### config.mk
export PLATFORM = sky130hd
export DESIGN_NAME = trng_req_arbiter
export DESIGN_NICKNAME = d
export VERILOG_FILES = /design/src/rtl/trng_req_arbiter_pkg.sv /design/src/rtl/trng_req_arbiter_rr_pick.sv /design/src/rtl/trng_req_arbiter.sv
export SDC_FILE = /design/constraint.sdc
export NUM_CORES = 1
export LEC_CHECK = 0
export ABC_AREA = 1
export BUFFER_PORTS_ARGS = -buffer_cell sky130_fd_sc_hd__buf_2
export CAP_MARGIN = 15
export CELL_PAD_IN_SITES_DETAIL_PLACEMENT = 1
export CELL_PAD_IN_SITES_GLOBAL_PLACEMENT = 2
export CORE_ASPECT_RATIO = 0.9
export CORE_MARGIN = 1
export CORE_UTILIZATION = 32
export DETAILED_ROUTE_END_ITERATION = 7
export PLACE_DENSITY = 0.83
export SYNTH_ARGS = -nofsm -noshare
export SYNTH_HDL_FRONTEND = slang
export SYNTH_SLANG_ARGS = --single-unit
### constraint.sdc
create_clock -name clk -period 2.5 [get_ports clk]
set_clock_uncertainty 0.2 [all_clocks]
set_input_delay 0.25 -clock clk [delete_from_list [all_inputs] [get_ports clk]]
set_output_delay 0.25 -clock clk [all_outputs]
set_load 0.01 [all_outputs]
### src/rtl/trng_req_arbiter_pkg.sv
// Shared types for the TRNG request arbiter: FSM state encoding and counter sizing.
package trng_pkg;

    typedef enum logic [2:0] {
        WARMUP,
        IDLE,
        GEN,
        SAMPLE,
        DELIVER
    } state_e;

    function automatic int cnt_width(input int a, input int b);
        return $clog2(((a > b) ? a : b) + 1);
    endfunction

endpackage

### src/rtl/trng_req_arbiter_rr_pick.sv
// Combinational round-robin selector: first set req bit at or after ptr, wrapping.
// Zero latency; no backpressure (pure function of req and ptr).
module rr_pick #(
    parameter int N  = 4,
    parameter int IW = $clog2(N)
) (
    input  logic [N-1:0]  req,
    input  logic [IW-1:0] ptr,
    output logic [IW-1:0] idx,
    output logic          any
);

    logic [IW:0]   pos;
    logic [IW-1:0] cand;

    // Scan from the farthest candidate back to ptr so the nearest set bit wins.
    always_comb begin
        idx  = '0;
        any  = 1'b0;
        pos  = '0;
        cand = '0;
        for (int i = N - 1; i >= 0; i--) begin
            pos = {1'b0, ptr} + (IW + 1)'(i);
            if (pos >= (IW + 1)'(N)) begin
                pos = pos - (IW + 1)'(N);
            end
            cand = pos[IW-1:0];
            if (req[cand]) begin
                idx = cand;
                any = 1'b1;
            end
        end
    end

endmodule

### src/rtl/trng_req_arbiter.sv
// Round-robin sharing of one TRNG: warm-up discard, STRIDE enable cycles per word, gnt at t+STRIDE+2.
// Requesters hold req until gnt; a dropped request forfeits its word. TRNG_HEALTH_EN adds a repetition test.
module trng_req_arbiter
    import trng_pkg::*;
#(
    parameter int WIDTH         = 32,
    parameter int NUM_REQ       = 4,
    parameter int STRIDE        = 32,
    parameter int WARMUP_CYCLES = 64,
    parameter int REP_LIMIT     = 4
) (
    input  logic               clk,
    input  logic               rst,
    input  logic [NUM_REQ-1:0] req,
    output logic [NUM_REQ-1:0] gnt,
    output logic [WIDTH-1:0]   rnd_data,
    output logic               ready,
    output logic               trng_en,
    input  logic [WIDTH-1:0]   trng_data,
    output logic               health_fail
);

    localparam int IW = $clog2(NUM_REQ);
    localparam int CW = cnt_width(STRIDE, WARMUP_CYCLES);
    localparam logic [CW-1:0] WARM_LAST = CW'(WARMUP_CYCLES - 1);
    localparam logic [CW-1:0] GEN_LAST  = CW'(STRIDE - 1);

    if (NUM_REQ < 2 || NUM_REQ > 16) begin : g_chk_req
        $error("NUM_REQ must be 2..16");
    end
    if (STRIDE < 1 || WARMUP_CYCLES < 1) begin : g_chk_cnt
        $error("STRIDE and WARMUP_CYCLES must be >= 1");
    end
    if (REP_LIMIT < 2) begin : g_chk_rep
        $error("REP_LIMIT must be >= 2");
    end

    state_e             state_q, state_d;
    logic [CW-1:0]      cnt_q, cnt_d;
    logic [IW-1:0]      ptr_q, ptr_d;
    logic [IW-1:0]      idx_q, idx_d;
    logic [WIDTH-1:0]   word_q, word_d;
    logic [WIDTH-1:0]   rnd_q, rnd_d;
    logic               en_q, en_d;
    logic               ready_q, ready_d;
    logic               hfail_q, hfail_d;
    logic [IW-1:0]      pick_idx;
    logic               pick_any;
    logic               health_trip;

    rr_pick #(.N(NUM_REQ), .IW(IW)) u_rr_pick (
        .req (req),
        .ptr (ptr_q),
        .idx (pick_idx),
        .any (pick_any)
    );

`ifdef TRNG_HEALTH_EN
    localparam int RW = $clog2(REP_LIMIT + 1);

    logic [RW-1:0]    rep_q, rep_d;
    logic [WIDTH-1:0] prev_q, prev_d;
    logic             prev_vld_q, prev_vld_d;

    always_comb begin
        rep_d       = rep_q;
        prev_d      = prev_q;
        prev_vld_d  = prev_vld_q;
        health_trip = 1'b0;
        if (state_q == SAMPLE) begin
            prev_d     = trng_data;
            prev_vld_d = 1'b1;
            if (prev_vld_q && (trng_data == prev_q)) begin
                if (rep_q != RW'(REP_LIMIT)) begin
                    rep_d = rep_q + RW'(1);
                end
            end else begin
                rep_d = RW'(1);
            end
            health_trip = (rep_d == RW'(REP_LIMIT));
        end
    end

    always_ff @(posedge clk) begin
        if (rst) begin
            rep_q      <= '0;
            prev_q     <= '0;
            prev_vld_q <= 1'b0;
        end else begin
            rep_q      <= rep_d;
            prev_q     <= prev_d;
            prev_vld_q <= prev_vld_d;
        end
    end
`else
    assign health_trip = 1'b0;
`endif

    always_comb begin
        state_d = state_q;
        cnt_d   = cnt_q;
        ptr_d   = ptr_q;
        idx_d   = idx_q;
        word_d  = word_q;
        rnd_d   = rnd_q;
        ready_d = ready_q;
        hfail_d = hfail_q;
        gnt     = '0;
        case (state_q)
            // Count only cycles the TRNG was actually enabled; the first post-reset cycle is not.
            WARMUP: begin
                if (en_q) begin
                    if (cnt_q == WARM_LAST) begin
                        cnt_d   = '0;
                        ready_d = 1'b1;
                        state_d = IDLE;
                    end else begin
                        cnt_d = cnt_q + CW'(1);
                    end
                end
            end
            IDLE: begin
                if (pick_any && !hfail_q) begin
                    idx_d   = pick_idx;
                    cnt_d   = '0;
                    state_d = GEN;
                end
            end
            GEN: begin
                if (cnt_q == GEN_LAST) begin
                    cnt_d   = '0;
                    state_d = SAMPLE;
                end else begin
                    cnt_d = cnt_q + CW'(1);
                end
            end
            SAMPLE: begin
                word_d = trng_data;
                if (health_trip) begin
                    hfail_d = 1'b1;
                    state_d = IDLE;
                end else begin
                    state_d = DELIVER;
                end
            end
            DELIVER: begin
                if (req[idx_q]) begin
                    gnt[idx_q] = 1'b1;
                    rnd_d      = word_q;
                end
                ptr_d   = (idx_q == IW'(NUM_REQ - 1)) ? '0 : idx_q + IW'(1);
                state_d = IDLE;
            end
            default: state_d = WARMUP;
        endcase
        en_d = (state_d == WARMUP) || (state_d == GEN);
    end

    always_ff @(posedge clk) begin
        if (rst) begin
            state_q <= WARMUP;
            cnt_q   <= '0;
            ptr_q   <= '0;
            idx_q   <= '0;
            word_q  <= '0;
            rnd_q   <= '0;
            en_q    <= 1'b0;
            ready_q <= 1'b0;
            hfail_q <= 1'b0;
        end else begin
            state_q <= state_d;
            cnt_q   <= cnt_d;
            ptr_q   <= ptr_d;
            idx_q   <= idx_d;
            word_q  <= word_d;
            rnd_q   <= rnd_d;
            en_q    <= en_d;
            ready_q <= ready_d;
            hfail_q <= hfail_d;
        end
    end

    assign rnd_data    = rnd_d;
    assign ready       = ready_q;
    assign trng_en     = en_q;
    assign health_fail = hfail_q;

endmodule

==> impl_metrics.py, run 1 <==
metrics = {
    "synth": {
        "ys_types": 27,
        "synth-seq-cells": 80,
        "syn_nets": 578,
        "synth.top_cell.area_share": 0.437,
        "avgSynthCellArea_um2": 6.85,
        "yosysMostFrequentCell": "nand2_1",
        "synth_area_leaders": "dfxtp_1, nand2_1, inv_1, nand3_1, nor2_1",
        "ys_async_sr_fraction": 0,
        "synth_top_cell_by_area": "dfxtp_1",
        "synthTopCellsByCount": "nand2_1, inv_1, dfxtp_1",
        "syn_inst": 535,
        "synth-main-ff-cell": "dfxtp_1",
        "ys_seq_area_frac": 0.437,
        "yosysWarningCount": 0,
        "synth.cell_area_mm2": 0.00366,
        "synth_edf_count": 0,
    },
    "grt": {
        "grt_max_degree": 45,
        "grt_pass1_wl_mm": 15.9,
        "antenna_found_initial": 0,
        "first_global_vias": 3465,
        "use_met3": 0.0414,
        "grt-busiest-layer": "met2",
        "grt-ovfl-total": 0,
        "grtUsageMet2": 0.303,
        "use_met1": 0.211,
        "grt_usage": 0.171,
    },
    "setup_path": {
        "crit_arrival_ns": 1.90,
        "cp-start-kind": "register",
        "crit_type": "reg -> out",
        "endpoint_kind": "output port",
        "required_ns": 2.05,
        "cp_max_fo": 44,
    },
    "place": {
        "place_worst_setup_slack_ns": 0.425,
        "io_buffers": 75,
        "placed_cell_area_mm2": 0.00419,
        "gp_congestion": 0.812,
        "hpwl_mm": 6.56,
    },
    "final_layout": {
        "postLayoutCellArea_mm2": 0.00480,
        "n_fill_cell": 1445,
        "seqCellArea_mm2": 0.00160,
        "layout.nets": 679,
        "drive_gt1_frac": 0.198,
        "multi_input_area_mm2": 0.00158,
        "utilization": 0.437,
        "area_growth_pct": 31.1,
        "n_antenna_cell": 0,
    },
    "clocking": {
        "htreeDepth": 3,
        "clockRootBuffer": "clkbuf_16",
        "cts_setup_buffers": 0,
        "cts.sinks": 80,
        "clkTransAtPathRegs_ns": 0.05,
        "cts_buffer_depth": 2,
        "cts_tree": "yes",
        "clk_latency_ns": 0.33,
        "cts_made_buffers": 9,
    },
    "drt": {
        "ant_nets": 0,
        "drtIter0Drc": 53,
        "dr.pass1.iters": 4,
        "wl_mm": 9.58,
        "detail_route.wl_per_cell_um": 12.1,
        "route.detailed.drc": 0,
        "via_per_inst": 4.44,
        "via_count": 3518,
    },
    "sta": {
        "timing.final.crit_period_ns": 2.35,
        "post-route-period-util": 0.940,
        "slew_headroom": 0.649,
        "tightest_slew_ns": 0.526,
        "finalSetupViolations": 0,
        "rsz0062_at_grt": "true",
        "layout_setup_ws_ns": 0.150,
        "max_freq_ghz": 0.426,
        "finalHoldViolations": 0,
        "slew_violations": 0,
    },
    "power": {
        "p_per_area_mw_per_mm2": 569,
        "ir_drop_mv": 0.346,
        "pwr-share-clk": 0.474,
        "sw_frac_of_total": 0.209,
        "p_leak_nw": 2.72,
        "power_switching_w": 0.000572,
        "power_frac_comb": 0.055,
        "p_int_w": 0.00216,
        "report.power.total_w": 0.00273,
        "seq_power_share": 0.470,
    },
    "die": {
        "pin_count": 77,
        "coreArea_mm2": 0.0110,
        "dieArea_mm2": 0.0119,
        "row_count": 36,
        "die_h_um": 103,
        "initial_core_util": 0.333,
        "die_x_um": 115,
    },
    "run_status": {
        "outcome": "complete, no violations",
    },
    "min_path": {
        "hold_class": "in -> reg",
    },
    "job": {
        "maxCapViolations": 0,
    },
}
==> power groups by stage <==
stage,Combinational (W),Sequential [W],Clock (W)
CTS,0.000153,0.00129,0.00134
global route,0.000169,0.00129,0.00140
floorplan,0.0000627,0.00131,0
global placement,0.000114,0.00131,0
finish,0.000151,0.00129,0.00130
detailed placement,0.000114,0.00131,0
==> worst max-delay path, cell delays in order, from the launching register on <==
cell and delay [ns]:
dfxtp_1 0.42, inv_2 0.09, a21oi_1 0.13, o21ai_1 0.09, nand2_1 0.08, nand2_2 0.08, buf_12 0.18, o21ai_0 0.25
inv_1 0.08, buf_2 0.15
==> cell type report <==
type / instances / area share
clock buffers: 14 / 0.0529
well taps: 152 / 0.0396
repair buffers: 113 / 0.160
flip-flops and latches: 80 / 0.334
multi-input cells: 335 / 0.328
inverters: 97 / 0.0774
clock inverters: 2 / 0.00808
==> layout by cell type (no fill, tap or decap), types with 4 or more instances in the layout <==
cell type / Yosys / final
o21ai_0: 27 / 23
clkbuf_1: 12 / 4
inv_1: 90 / 90
clkbuf_16: 0 / 9
a21oi_1: 11 / 11
a21oi_2: 4 / 4
o21ai_1: 13 / 17
nand3_1: 58 / 58
nand2_1: 131 / 131
dlygate4sd3_1: 0 / 32
nand2_2: 19 / 19
nor2_1: 55 / 54
dfxtp_1: 80 / 80
inv_2: 4 / 4
buf_2: 8 / 75
ha_1: 5 / 5
==> per-layer routing <==
metal  wire length [um]  up-vias
li1                   -     1826
met4                 74        0
met2               4580       56
met3                310        8
met5                  0        -
met1               4610     1628
==> metrics by stage <==
stage | TNS (ns) | hold slack, ns | instances
floorplan | 0 | 0.153 | 535
global placement | 0 | 0.236 | 745
detailed placement | 0 | 0.242 | 745
CTS | 0 | 0.235 | 793
global route | -0.0546 | 0.282 | 793
finish | 0 | 0.235 | 793
==> what timing repair did <==
| item | in CTS | in global routing |
|---|---|---|
| setup endpoints to repair | 0 | 31 |
| hold endpoints to repair | 32 | 0 |
| hold buffers | 32 | 0 |
| resized for setup | 0 | 5 |
==> cell families (layout without fill, tap and decap cells) <==
group                    count (synthesis)  in the layout  synth area share
other                                    1              1           0.00102
adder cells (fa/ha/maj)                  5              5            0.0171
AND/OR/NAND/NOR                        270            270             0.323
AO/OA/AOI/OAI                           57             57            0.0840
XOR/XNOR                                 2              2           0.00478
buffers and inverters                  120            226             0.133
flip-flops                              80             80             0.437
==> state kept, by name (all words and copies together) (netlist names) <==
signal / flops
rnd_q: 32
word_q: 32
cnt_q: 7
state_q: 3
idx_q: 2
ptr_q: 2
ready: 1
trng_en: 1
==> path summary, 6_finish.rpt <==
| kind | depth (start not counted) | from | slack (ns) | to |
|---|---|---|---|---|
| max | 9 | idx_q[0]$_SDFFE_PP0P_ | 0.15 | rnd_data[11] |
| min | 6 | req[0] | 0.23 | idx_q[1]$_SDFFE_PP0P_ |
| max reg2reg | 11 | ptr_q[0]$_SDFFE_PP0P_ | 0.57 | cnt_q[6]$_SDFFE_PP0P_ |
| min reg2reg | 2 | ready$_SDFFE_PP0P_ | 0.24 | ready$_SDFFE_PP0P_ |
Note: power is estimated with default switching activity, not from simulation.
==> run 2: changes to the inputs <==
- PLACE_DENSITY: 0.83 -> 0.88
==> run 2 against run 1 <==
Against the previous run:
- core utilization rose by 0.55 points
- non-clock buffer count rose by 1
- highest routed layer unchanged
- final area rose by 1.3%
- sequential share of layout area fell by 0.36 points
==> impl_metrics.py, run 2 (synthesis results as in run 1) <==
metrics = {
    "setup_path": {
        "r2r_start": "ptr_q[0]$_SDFFE_PP0P_",
        "path_depth": 9,
        "cp_max_fo": 34,
        "cp-start-kind": "register",
        "crit_type": "reg -> out",
        "reg2reg_depth": 11,
        "path_cells": "inv_2, a21oi_1, o21ai_0, nand2_1, nand2_2, clkbuf_16, o21ai_0, inv_1, buf_2",
        "endpoint_kind": "output port",
        "required_ns": 2.05,
        "cp_slowest_cell": "dfxtp_2",
        "cp_num_buf_inv": 4,
        "cpLargestDelayFamily": "buffers and inverters",
        "crit_arrival_ns": 1.86,
        "crit_top_cell": "o21ai_0",
        "crit_path_max_incr_delay_ns": 0.37,
        "startpoint": "idx_q[0]$_SDFFE_PP0P_",
    },
    "die": {
        "pin_count": 77,
        "initial_core_util": 0.333,
        "coreArea_mm2": 0.0110,
        "dieArea_mm2": 0.0119,
        "die_h_um": 103,
        "die_x_um": 115,
        "row_count": 36,
    },
    "grt": {
        "grt_pass1_wl_mm": 16.6,
        "grt_max_degree": 69,
        "first_global_vias": 3500,
        "grt_usage": 0.183,
        "grt-ovfl-total": 0,
        "antenna_found_initial": 0,
    },
    "power": {
        "power_frac_comb": 0.053,
        "pwr-share-clk": 0.496,
        "p_int_w": 0.00226,
        "ir_drop_mv": 0.331,
        "report.power.total_w": 0.00285,
        "power_switching_w": 0.000598,
        "p_per_area_mw_per_mm2": 587,
        "p_leak_nw": 2.74,
        "sw_frac_of_total": 0.209,
        "seq_power_share": 0.451,
    },
    "job": {
        "maxCapViolations": 0,
    },
    "min_path": {
        "min_from": "rst",
        "min_path_cells": 2,
        "hold_class": "in -> reg",
    },
    "sta": {
        "post-route-period-util": 0.924,
        "hold_ws_ns": 0.103,
        "max_freq_ghz": 0.433,
        "rsz0062_at_grt": "false",
        "finalHoldViolations": 0,
        "setup_tns_ns": 0,
        "timing.final.crit_period_ns": 2.31,
        "slew_violations": 0,
        "finalSetupViolations": 0,
    },
    "clocking": {
        "cts_buffer_depth": 2,
        "clockRootBuffer": "clkbuf_16",
        "clk_latency_ns": 0.33,
        "clkTransAtPathRegs_ns": 0.06,
        "cts.sinks": 80,
        "cts_tree": "yes",
        "cts_made_buffers": 9,
        "htreeDepth": 3,
    },
    "drt": {
        "dr.pass1.iters": 4,
        "route.detailed.drc": 0,
        "ant_nets": 0,
        "via_count": 3584,
        "drtIter0Drc": 121,
        "wl_mm": 10.4,
        "detail_route.wl_per_cell_um": 13.1,
        "via_per_inst": 4.51,
    },
    "place": {
        "hpwl_mm": 6.78,
        "post-place-cells": 745,
        "placed_cell_area_mm2": 0.00417,
        "gp_congestion": 0.786,
        "io_buffers": 75,
    },
    "final_layout": {
        "area_growth_pct": 32.8,
        "postLayoutCellArea_mm2": 0.00486,
        "final_common_cell": "nand2_1",
        "drive_gt1_frac": 0.215,
        "n_antenna_cell": 0,
        "layout.nets": 680,
        "final_cells": 794,
        "top_regs": "rnd_q (32), word_q (32), cnt_q (7)",
        "mostFrequentLayoutCells": "nand2_1, inv_1, dfxtp_1",
    },
    "run_status": {
        "outcome": "complete, no violations",
    },
}
run 2: layout make-up:
type                            count  area, um^2
Multi-Input combinational cell    335        1600
Clock buffer                       11         243
Tap cell                          152         190
Timing Repair Buffer              114         778
Inverter                           97         372
Sequential cell                    80        1600
Clock inverter                      5        80.1
Fill cell                        1456        6130
run 2: per-layer routing:
metal / GRT usage / part of all wire / vias up
met1: 0.218 / 0.45 / 1687
li1: - / - / 1833
met4: 0.0539 / 0.0084 / 0
met2: 0.321 / 0.50 / 54
met3: 0.0536 / 0.034 / 10
met5: 0 / 0 / -
run 2: final timing paths:
path,endpoint,slack [ns]
min,cnt_q[1]$_SDFFE_PP0P_,0.10
max reg2reg,cnt_q[6]$_SDFFE_PP0P_,0.51
max,rnd_data[14],0.19
min reg2reg,ready$_SDFFE_PP0P_,0.26
run 2: timing repair:
action / CTS / global route
hold endpoints to repair: 32 / 0
gates resized for setup: 0 / 21
buffers inserted: 0 / 0
endpoints found under the setup margin: 0 / 29
hold buffers: 32 / 0
run 2: worst register-to-register path, stage by stage (launching register included):
cell	delay, ns
dfxtp_1	0.58
nand2_1	0.13
nand3_1	0.15
nand2_1	0.12
nor2_2	0.16
nand2_2	0.08
nand2_4	0.11
nand2_8	0.10
nand2_8	0.10
nand2_1	0.06
nand2_1	0.06
nor2_1	0.04
run 2: power by group through the flow:
stage | Clock [W] | Sequential (W) | Combinational [W]
after floorplan | 0 | 0.00131 | 0.0000627
after global placement | 0 | 0.00131 | 0.000111
after detailed placement | 0 | 0.00131 | 0.000114
after CTS | 0.00146 | 0.00129 | 0.000153
after global routing | 0.00152 | 0.00129 | 0.000169
final | 0.00142 | 0.00129 | 0.000152
run 2: through the flow:
stage               setup WS (ns)   util
floorplan                   0.748      -
global placement            0.510  0.380
detailed placement          0.432  0.380
CTS                        0.0410  0.438
global route              0.00638  0.442
finish                      0.190  0.442
==> run 3: changes to the inputs <==
- BUFFER_PORTS_ARGS: -buffer_cell sky130_fd_sc_hd__buf_2 -> -buffer_cell sky130_fd_sc_hd__clkbuf_2
==> run 3 against run 2 <==
Against the previous run:
- first-iteration DRC count did not move
- sequential power barely moved
- combinational power barely moved
- global-route usage fell by 0.83 points
- worst hold slack improved by 0.0093 ns
- final area fell by 0.72%
- flip-flop and latch count did not move
- critical path type unchanged
==> impl_metrics.py, run 3 (synthesis results as in run 1) <==
metrics = {
    "run_status": {
        "outcome": "complete, no violations",
    },
    "sta": {
        "setup_tns_ns": 0,
        "finalHoldViolations": 0,
        "rsz0062_at_grt": "false",
        "layout_setup_ws_ns": 0.118,
        "finalSetupViolations": 0,
        "post-route-period-util": 0.953,
        "max_freq_ghz": 0.420,
        "timing.final.crit_period_ns": 2.38,
        "slew_violations": 0,
    },
    "die": {
        "row_count": 36,
        "dieArea_mm2": 0.0119,
        "pin_count": 77,
        "die_h_um": 103,
        "die_x_um": 115,
        "initial_core_util": 0.333,
        "coreArea_mm2": 0.0110,
    },
    "power": {
        "p_leak_nw": 2.70,
        "ir_drop_mv": 0.381,
        "p_per_area_mw_per_mm2": 572,
    },
    "final_layout": {
        "area_growth_pct": 31.8,
        "n_antenna_cell": 0,
        "utilization": 0.439,
        "final_common_cell": "nand2_1",
        "n_fill_cell": 1448,
        "mostFrequentLayoutCells": "nand2_1, inv_1, dfxtp_1",
        "drive_gt1_frac": 0.208,
        "top_regs": "rnd_q (32), word_q (32), cnt_q (7)",
        "final_cells": 795,
        "layout.nets": 681,
    },
    "setup_path": {
        "cp_num_buf_inv": 4,
        "crit_arrival_ns": 1.93,
        "endpoint_kind": "output port",
        "crit_path_max_incr_delay_ns": 0.37,
        "required_ns": 2.05,
        "crit_type": "reg -> out",
        "cp_max_fo": 34,
        "cpLargestDelayFamily": "buffers and inverters",
        "path_cells": "inv_1, a21oi_1, o21ai_0, nand2_1, nand2_2, clkbuf_16, o21ai_0, inv_1, clkbuf_2",
        "cp-start-kind": "register",
        "cp_slowest_cell": "dfxtp_2",
    },
    "clocking": {
        "cts_setup_buffers": 0,
        "cts.sinks": 80,
        "cts_buffer_depth": 2,
        "clockRootBuffer": "clkbuf_16",
        "cts_tree": "yes",
        "clk_latency_ns": 0.34,
        "htreeDepth": 3,
        "cts_made_buffers": 9,
        "clkTransAtPathRegs_ns": 0.06,
    },
    "drt": {
        "route.detailed.drc": 0,
        "drtIter0Drc": 121,
        "ant_nets": 0,
        "via_count": 3578,
        "via_per_inst": 4.50,
        "wl_mm": 10.0,
        "detail_route.wl_per_cell_um": 12.6,
        "dr.pass1.iters": 4,
    },
    "grt": {
        "first_global_vias": 3375,
        "antenna_found_initial": 0,
        "grt-ovfl-total": 0,
        "grt_usage": 0.175,
        "grt_max_degree": 69,
        "grt_pass1_wl_mm": 16.0,
    },
    "place": {
        "hpwl_mm": 6.78,
        "place_worst_setup_slack_ns": 0.409,
        "post-place-cells": 746,
        "gp_congestion": 0.766,
        "io_buffers": 75,
    },
    "job": {
        "maxCapViolations": 0,
    },
    "min_path": {
        "hold_class": "in -> reg",
    },
}
run 3: cell types whose count changed in the layout (fill, tap and decap cells not counted), sizes merged:
| cell | change |
|---|---|
| buf | -74 |
| clkbuf | +74 |
| bufinv | -1 |
| clkinv | +1 |
| clkinvlp | +1 |
run 3: report_power, final:
| group | switching, W | internal, W |
|---|---|---|
| combinational | 0.0000756 | 0.0000764 |
| clock | 0.000545 | 0.000777 |
| sequential | 0.00000551 | 0.00128 |
run 3: through the flow:
stage	instance area [um^2]	power [W]	hold slack (ns)
6_report	4830	0.00276	0.113
5_1_grt	4830	0.00286	0.130
4_1_cts	4800	0.00280	0.113
3_5_place_dp	4180	0.00143	0.243
3_3_place_gp	4180	0.00143	0.239
2_1_floorplan	3660	0.00138	0.153
run 3: path summary, 6_finish.rpt:
check	endpoint	slack (ns)	start	depth (start not counted)
setup / recovery	rnd_data[5]	0.12	idx_q[1]$_SDFFE_PP0P_	9
hold / removal	cnt_q[0]$_SDFFE_PP0P_	0.11	rst	2
setup reg to reg	cnt_q[6]$_SDFFE_PP0P_	0.55	ptr_q[0]$_SDFFE_PP0P_	11
hold reg to reg	word_q[6]$_SDFFE_PP0N_	0.26	word_q[6]$_SDFFE_PP0N_	2
run 3: what timing repair did:
action,4_1_cts,5_1_grt
setup endpoints to repair,0,29
resized for setup,0,8
endpoints found under the hold margin,32,0
hold buffers,32,0
run 3: metal layers:
layer | share of wire | wire [um] | track usage
met4 | 0.012 | 124 | 0.0420
met1 | 0.46 | 4630 | 0.218
met2 | 0.48 | 4860 | 0.297
met5 | 0 | 0 | 0
met3 | 0.042 | 424 | 0.0536
run 3: area by class of cell:
class | count | area, um^2 | share of cell area
Clock inverter | 6 | 70.1 | 0.0145
Inverter | 97 | 372 | 0.0770
Timing Repair Buffer | 115 | 786 | 0.163
Multi-Input combinational cell | 335 | 1580 | 0.327
Clock buffer | 10 | 229 | 0.0474
Tap cell | 152 | 190 | 0.0394
Sequential cell | 80 | 1600 | 0.332
